`config.mk`:
```
export PLATFORM = sky130hd
export DESIGN_NAME = stream_window_reduce_invoke
export DESIGN_NICKNAME = d
export VERILOG_FILES = /design/src/rtl/stream_window_reduce_invoke.sv
export SDC_FILE = /design/constraint.sdc
export NUM_CORES = 1
export LEC_CHECK = 0
export ABC_AREA = 1
export BUFFER_PORTS_ARGS = -buffer_cell sky130_fd_sc_hd__buf_4
export CORE_ASPECT_RATIO = 1.1
export CORE_MARGIN = 2
export CORE_UTILIZATION = 53
export DETAILED_ROUTE_END_ITERATION = 6
export PLACE_DENSITY = 0.74
export SLEW_MARGIN = 5
export SYNTH_ARGS = -nofsm -noshare
export SYNTH_HDL_FRONTEND = slang
export SYNTH_SLANG_ARGS = --single-unit
```
`constraint.sdc`:
```
create_clock -name clk -period 4.7 [get_ports clk]
set_input_delay 0.705 -clock clk [delete_from_list [all_inputs] [get_ports clk]]
set_output_delay 0.705 -clock clk [all_outputs]
set_load 0.01 [all_outputs]
```
`src/rtl/stream_window_reduce_invoke.sv`:
```
// Window-reduce CFDF actor: SETUP_COMP latches length/command, COMP folds
// len_r data tokens (sum/max/min), OUTPUT writes one result token.
//
// Ports:
//   clk, rst (async, active-low)
//   data_FIFO / length_FIFO / command_FIFO : FWFT head tokens
//   invoke, next_mode_in                   : scheduler firing request
//   rd_in_*_FIFO                           : pop strobes
//   next_mode_out, FC                      : firing-complete handshake
//   wr_out_fifo1, data_out                 : result write
//   err                                    : sticky illegal-length flag
module stream_window_reduce_invoke #(
   parameter int size  = 3,
   parameter int width = 10
) (
   input  logic             clk,
   input  logic             rst,
   input  logic [width-1:0] data_FIFO,
   input  logic [width-1:0] length_FIFO,
   input  logic [width-1:0] command_FIFO,
   input  logic             invoke,
   input  logic [1:0]       next_mode_in,
   output logic             rd_in_data_FIFO,
   output logic             rd_in_length_FIFO,
   output logic             rd_in_command_FIFO,
   output logic [1:0]       next_mode_out,
   output logic             FC,
   output logic             wr_out_fifo1,
   output logic [width-1:0] data_out,
   output logic             err
);

   localparam int AW = width + $clog2(size + 1);
   localparam logic [width-1:0] SIZE_W = width'(size);
   localparam logic [AW-1:0] SAT = AW'({width{1'b1}});

   localparam logic [1:0] M_SETUP = 2'b00;
   localparam logic [1:0] M_COMP  = 2'b01;
   localparam logic [1:0] M_OUT   = 2'b10;
   localparam logic [1:0] C_MAX   = 2'b01;
   localparam logic [1:0] C_MIN   = 2'b10;

   typedef enum logic [1:0] {
      IDLE,
      START,
      RUN,
      DONE
   } state_t;

   state_t           state_q, state_d;
   logic [1:0]       mode_q, mode_d;
   logic [1:0]       cmd_q, cmd_d;
   logic [width-1:0] len_q, len_d;
   logic [width-1:0] cnt_q, cnt_d;
   logic [width-1:0] result_q, result_d;
   logic [AW-1:0]    acc_q, acc_d;
   logic             err_q, err_d;

   logic [width:0]   cnt_inc;
   logic             pop;
   logic             last;
   logic             len_in_ok;
   logic             len_q_ok;
   logic [AW-1:0]    din;
   logic [AW-1:0]    fold;
   logic [AW-1:0]    acc_new;
   logic [width-1:0] reduced;
   logic             unused_cmd_hi;

   assign unused_cmd_hi = ^command_FIFO[width-1:2];

   assign len_in_ok = (length_FIFO != '0) && (length_FIFO <= SIZE_W);
   assign len_q_ok  = (len_q != '0) && (len_q <= SIZE_W);

   // Pops stop once len_r tokens are taken; a zero length never pops.
   assign cnt_inc = {1'b0, cnt_q} + (width + 1)'(1);
   assign pop     = (state_q == RUN) && (mode_q == M_COMP) && (cnt_q < len_q);
   assign last    = cnt_inc >= {1'b0, len_q};
   assign din     = AW'(data_FIFO);

   always_comb begin
      fold = acc_q + din;
      unique case (1'b1)
         cmd_q == C_MAX: fold = (din > acc_q) ? din : acc_q;
         cmd_q == C_MIN: fold = (din < acc_q) ? din : acc_q;
         default: ;
      endcase
   end

   // Sum (and command 11) saturates; max/min always fit in width bits.
   always_comb begin
      acc_new = pop ? fold : acc_q;
      reduced = acc_new[width-1:0];
      if (cmd_q != C_MAX && cmd_q != C_MIN && acc_new > SAT) begin
         reduced = SAT[width-1:0];
      end
   end

   // State register
   always_ff @(posedge clk or negedge rst) begin
      if (!rst) begin
         state_q <= IDLE;
      end else begin
         state_q <= state_d;
      end
   end

   // Next-state logic
   always_comb begin
      state_d = state_q;
      case (state_q)
         IDLE:    if (invoke) state_d = START;
         START:   state_d = RUN;
         RUN:     if (mode_q != M_COMP || last) state_d = DONE;
         DONE:    state_d = IDLE;
         default: state_d = IDLE;
      endcase
   end

   // Datapath
   always_comb begin
      mode_d   = mode_q;
      cmd_d    = cmd_q;
      len_d    = len_q;
      cnt_d    = cnt_q;
      acc_d    = acc_q;
      result_d = result_q;
      err_d    = err_q;
      case (state_q)
         IDLE: begin
            if (invoke) mode_d = next_mode_in;
         end
         START: begin
            if (mode_q == M_COMP) begin
               cnt_d = '0;
               acc_d = (cmd_q == C_MIN) ? '1 : '0;
            end
         end
         RUN: begin
            if (mode_q == M_SETUP) begin
               len_d = length_FIFO;
               cmd_d = command_FIFO[1:0];
               if (!len_in_ok) begin
                  err_d    = 1'b1;
                  result_d = '0;
               end
            end else if (mode_q == M_COMP) begin
               acc_d = acc_new;
               if (pop) cnt_d = cnt_inc[width-1:0];
               if (last) result_d = reduced;
            end
         end
         default: ;
      endcase
   end

   always_ff @(posedge clk or negedge rst) begin
      if (!rst) begin
         mode_q   <= M_SETUP;
         cmd_q    <= '0;
         len_q    <= '0;
         cnt_q    <= '0;
         acc_q    <= '0;
         result_q <= '0;
         err_q    <= 1'b0;
      end else begin
         mode_q   <= mode_d;
         cmd_q    <= cmd_d;
         len_q    <= len_d;
         cnt_q    <= cnt_d;
         acc_q    <= acc_d;
         result_q <= result_d;
         err_q    <= err_d;
      end
   end

   // Outputs: decodes of registered state only
   always_comb begin
      rd_in_data_FIFO    = pop;
      rd_in_length_FIFO  = 1'b0;
      rd_in_command_FIFO = 1'b0;
      wr_out_fifo1       = 1'b0;
      data_out           = '0;
      FC                 = 1'b0;
      next_mode_out      = M_SETUP;
      err                = err_q;
      if (state_q == RUN) begin
         rd_in_length_FIFO  = (mode_q == M_SETUP);
         rd_in_command_FIFO = (mode_q == M_SETUP);
         wr_out_fifo1       = (mode_q == M_OUT);
         if (mode_q == M_OUT) data_out = result_q;
      end
      if (state_q == DONE) begin
         FC = 1'b1;
         case (mode_q)
            M_SETUP: next_mode_out = len_q_ok ? M_COMP : M_OUT;
            M_COMP:  next_mode_out = M_OUT;
            default: next_mode_out = M_SETUP;
         endcase
      end
   end

endmodule

```
; Yosys cells after proc, flatten, opt, wreduce, memory -nomap -nowiden
; Cells that the tools add are included.
[word_totals]
latchBits = 0
mem_bits_ro = 0
register_bits = 49
in_bits = 35
out_inout_bits = 18
memories = 0
ramBits = 0
[classes]
n_div = 0
muxes = 30
shifts = 0
addsub = 2
n_reduce_logical = 21
multipliers = 0
n_bitwise = 1
n_lt_le_gt_ge = 7
n_eq_ne = 17
[op_table]
columns = operator, count
row1 = two-way mux 10 bit, 11
row2 = two-way mux 12 bit, 7
row3 = case mux 12 bit (2 select lines), 2
row4 = "less-or-equal comparator 10 x 2 -> 1 bit, second input constant", 2
row5 = case mux 10 bit (2 select lines), 1
row6 = nonzero test 10 bit, 2
row7 = "inequality test 2 bit, second input constant", 8
row8 = adder 12 x 10 -> 12 bit, 1
row9 = > comparator 10 x 12 -> 1 bit, 1
row10 = "> comparator 12 x 10 -> 1 bit, second input constant", 1
row11 = less-than comparator 10 x 12 -> 1 bit, 1
row12 = "adder 10 x 1 -> 11 bit, second input constant", 1
row13 = >= comparator 11 x 10 -> 1 bit, 1
row14 = less-than comparator 10 bit, 1
row15 = "equality test 2 bit, second input constant", 4
row16 = two-way mux 2 bit, 4
row17 = case mux 2 bit (4 select lines), 1
row18 = AND reduction 4 bit, 2
row19 = "equality test 2 x 1 -> 1 bit, second input constant", 3
row20 = logical AND 1 bit, 6
row21 = AND reduction 2 bit, 3
row22 = nonzero test 2 bit, 3
row23 = AND reduction 5 bit, 1
row24 = logical NOT 2 bit, 2
row25 = other kinds (6), 9

; Depth between registers and ports, before layout
[logic_depth]
word_depth = 10
mapped_depth = 20
depth_no_buf = 20

; Worst setup path before layout
; Ideal clock, no wire load.
[synth_timing]
path_type = reg-to-reg
start = register cnt_q[0]
end = register result_q[0]
path_buffers = 0
arrival_ns = 2.327
setup_slack_ns = 2.307
stages_incl_launch_ff = 19
path_cell_list = dfrtp_1 > ha_1 > nand2_1 > inv_1 > nand2_1 > nor3_2 > xor2_1 > ha_1 > nand2_1 > nor2_1 > nand2_1 > o211ai_1 > nand2_1 > o21ai_0 > o21bai_1 > nand2_1 > o21ai_2 > nand2_1 > nand2_1
[synth_via]
elab_chain_len = 9
word_cells_on_any_way = 13
classes_between = add/sub (1) / order compare (3) / mux (5) / reduce/logical (4)
[synth_lines]
columns = item, line
row1 = "start, declared", 54  ; logic [width-1:0] cnt_q, cnt_d;
row2 = "start signal, assigned", 170  ; cnt_q <= cnt_d;
row3 = less-than comparator 10 bit, 77  ; assign pop = (state_q == RUN) && (mode_q == M_COMP) && (cnt_q < len_q);
row4 = logical AND 1 bit, 77
row5 = two-way mux 12 bit, 92  ; acc_new = pop ? fold : acc_q;
row6 = > comparator 12 x 10 -> 1 bit, 94  ; if (cmd_q != C_MAX && cmd_q != C_MIN && acc_new > SAT) begin
row7 = logical AND 1 bit, 94
row8 = two-way mux 10 bit, 94
row9 = two-way mux 10 bit, 150  ; if (last) result_d = reduced;
row10 = two-way mux 10 bit, 147  ; end else if (mode_q == M_COMP) begin
row11 = two-way mux 10 bit, 140  ; if (mode_q == M_SETUP) begin
row12 = "end signal, assigned", 172  ; result_q <= result_d;
row13 = "end, declared", 55  ; logic [width-1:0] result_q, result_d;
; Several ways; a longest one is shown, not always the timed one. The select of a mux whose other input is x is not followed.
; A chain may end at the register's enable or synchronous reset.

; Worst setup path after layout
; Same ends and word-level chain as after synthesis.

==> impl_metrics.toml <==
[routing]
vias_per_cell = 5.260
dr.pass1.iters = 5
avgRoutedWirePerCell_microns = 13.65
finalWirelength_microns = 10640
drc = 0
vias = 4103
ant_nets = 0
drt_iter0_markers = 162

[clocking]
cts_root_buf = "clkbuf_8"
tritoncts = "built"
cts_buffer_depth = 2
cts_setup_buffers = 0
clkSinkCount = 49
cts_buffers = 5
ctsHtreeMaxLevel = 2
cts.repair.resized = 0
clk_pin_slew_worst_paths_ps = 90
clk-insertion-delay-late_ps = 300
postCtsHoldBufs = 0

[synth]
netlist_instances = 633
synth_nets = 717
synth.distinct_cells = 49
ys_seq_elements = 49
yosysSeqAreaShare = 0.2783
yosys.area.top_type = "dfrtp_1"
synth_area_leaders = "dfrtp_1 (28%), nand2_1 (14%), ha_1 (14%)"
ys_warn_count = 0
syn-cell-area_sq_um = 4405
yosys.area.top_type_share = 0.2783
avgSynthCellArea_sq_um = 6.960

[sta]
rsz0062_at_grt = "false"
period_minus_slack_ps = 3001
setup_viol = 0
worst-slew-pin-transition_ps = 1074
hold_viol_final = 0
timing.final.crit_share = 0.6385
hold-worst-slack_ps = 416.6
setup_tns_ps = 0
finClkSkew_ps = 8.443
relSlewSlack = 0.2839
max_freq_mhz = 333.2
drv_slew = 0

[floorplan]
die-area_sq_um = 9058
io_pins = 53
dieHeight_microns = 99.62
start_util = 0.5508
die_x_microns = 90.93
rows = 34
core_area_sq_um = 7998

[worst_setup_path]
start_kind = "flop"
crit_family = "simple AND/OR/NAND/NOR gates"
worstPathArrival_ps = 3250
crit_top_cell = "nand2_1"
r2r_slack_ps = 1700
critPathSlowestCell = "dfrtp_1"
worst_setup_path_end_kind = "flop"
criticalPathCategory = "reg -> reg"
max_stage_delay_ps = 420
cp_num_buf_inv = 1
r2r-start = "cnt_q[0]$_DFFE_PN0P_"
required_ps = 4940
crit_start = "cnt_q[0]$_DFFE_PN0P_"
cp_cell_sequence = "ha_1, nand2_1, inv_1, nand2_1, nor3_2, xor2_1, ha_1, nand2_1, nor2_1, nand2_1, o211ai_1, nand2_1, o21ai_0, o21bai_1, nand2_1, o21ai_2, nand2_1, nand2_1"
crit_fanout = 10

[global_route]
grt-ovfl-total = 0
grt_util_all_layers = 0.2501
grt_max_degree = 50
grt_pass1_wl_microns = 18830
grt_pass1_vias = 4040
antenna_found_initial = 0

[place]
post-dp-hpwl_microns = 8491
port-buffer-count = 44
place_congestion = 0.8996

[min_path]
hold_path.class = "in -> async"

[power]
cellLeakagePower_nw = 2.583
ir_drop_v = 0.0002938
p_per_area_nw_per_um2 = 555.0

[cells_and_area]
antenna_cells = 0
finish.net_count = 755
area_growth_pct = 11.30
drive_gt1_frac = 0.1339

[job]
cap_violations = 0

[outcome]
status = "complete, no violations"
through the flow:
step | std cells | worst slack (ps) | area, sq um | power, mW | utilization
2_1_floorplan | 633 | 2307 | 4405 | 2.017 | -
3_3_place_gp | 772 | 1870 | 4787 | 2.363 | 0.5986
3_5_place_dp | 772 | 1838 | 4787 | 2.407 | 0.5986
4_1_cts | 780 | 1691 | 4903 | 2.734 | 0.6131
5_1_grt | 780 | 1379 | 4903 | 3.034 | 0.6131
6_report | 780 | 1699 | 4903 | 2.721 | 0.6131
metal layers:
| layer | vias to the layer above | track usage | wire length, microns |
|---|---|---|---|
| met4 | 0 | 0.09091 | 267 |
| met1 | 1863 | 0.3174 | 4754 |
| li1 | 2125 | - | - |
| met2 | 93 | 0.4439 | 5296 |
| met5 | - | 0 | 0 |
| met3 | 22 | 0.02424 | 326 |
cells in the mapped netlist, drive strengths merged:
cell / count
ha: 48
buf: 8
a21o: 1
nand3b: 1
nand4: 19
o21ai: 40
o21a: 1
a21boi: 3
o211ai: 3
fa: 1
nand2: 175
inv: 93
a21oi: 34
clkbuf: 8
and3: 1
nor4: 3
nand3: 60
clkinv: 3
nor2: 60
xor2: 8
and2: 1
or2: 2
a22oi: 2
o31ai: 1
dfrtp: 49
o21bai: 4
mux2: 1
nor3: 3
area by class of cell:
cell class	instances	area, sq um
multi-input combinational	472	2710
clock inverter	1	30.03
inverter	96	362.8
clock buffer	7	86.33
timing repair buffer	47	352.8
tap	108	135.1
fill	798	3094
sequential	49	1226
sequential cells by signal, indices dropped and copies added (netlist names):
signal / count
err: 1
acc_q: 12
state_q: 2
mode_q: 2
cmd_q: 2
result_q: 10
cnt_q: 10
len_q: 10
cell usage in the layout, fill, tap and decap left out, types with 18 or more instances in the layout:
cell / count
nand3_1: 55
inv_1: 90
nor2_1: 56
nand2_1: 162
a21oi_1: 31
o21ai_0: 36
dfrtp_1: 49
ha_1: 48
nand4_1: 18
buf_4: 47
where the power goes:
part / switching, mW / internal (mW) / leakage, nW
sequential: 0.127 / 0.565 / 0.611
combinational: 1.13 / 0.587 / 1.91
clock: 0.140 / 0.174 / 0.0585
total: 1.40 / 1.33 / 2.58
worst register-to-register path, delay by kind of cell, from the launching register on:
family	cells	cell delay (ps)
AO/OA/AOI/OAI	4	800
XOR/XNOR	1	240
adder cells (fa/ha/maj)	2	470
buffers and inverters	1	70
flip-flops	1	420
AND/OR/NAND/NOR	10	960
path summary, 6_finish.rpt:
path,end,cells after the start
max,result_q[0]$_DFFE_PN0P_,18
min,len_q[0]$_DFFE_PN0P_,1
max reg2reg,result_q[0]$_DFFE_PN0P_,18
min reg2reg,result_q[2]$_DFFE_PN0P_,2
max in group asynchronous,result_q[0]$_DFFE_PN0P_,1
min in group clk,result_q[2]$_DFFE_PN0P_,2
cells by family after synthesis:
| family | Yosys count | share of synthesized area |
|---|---|---|
| and+or+nand+nor | 325 | 0.3402 |
| buffers and inverters | 112 | 0.1065 |
| AOI/OAI and AO/OA | 89 | 0.1156 |
| adders and majority gates | 49 | 0.1409 |
| DFF | 49 | 0.2783 |
| xor gates and xnor gates | 8 | 0.01591 |
| muxes | 1 | 0.002556 |
Note: power is estimated with default switching activity, not from simulation.
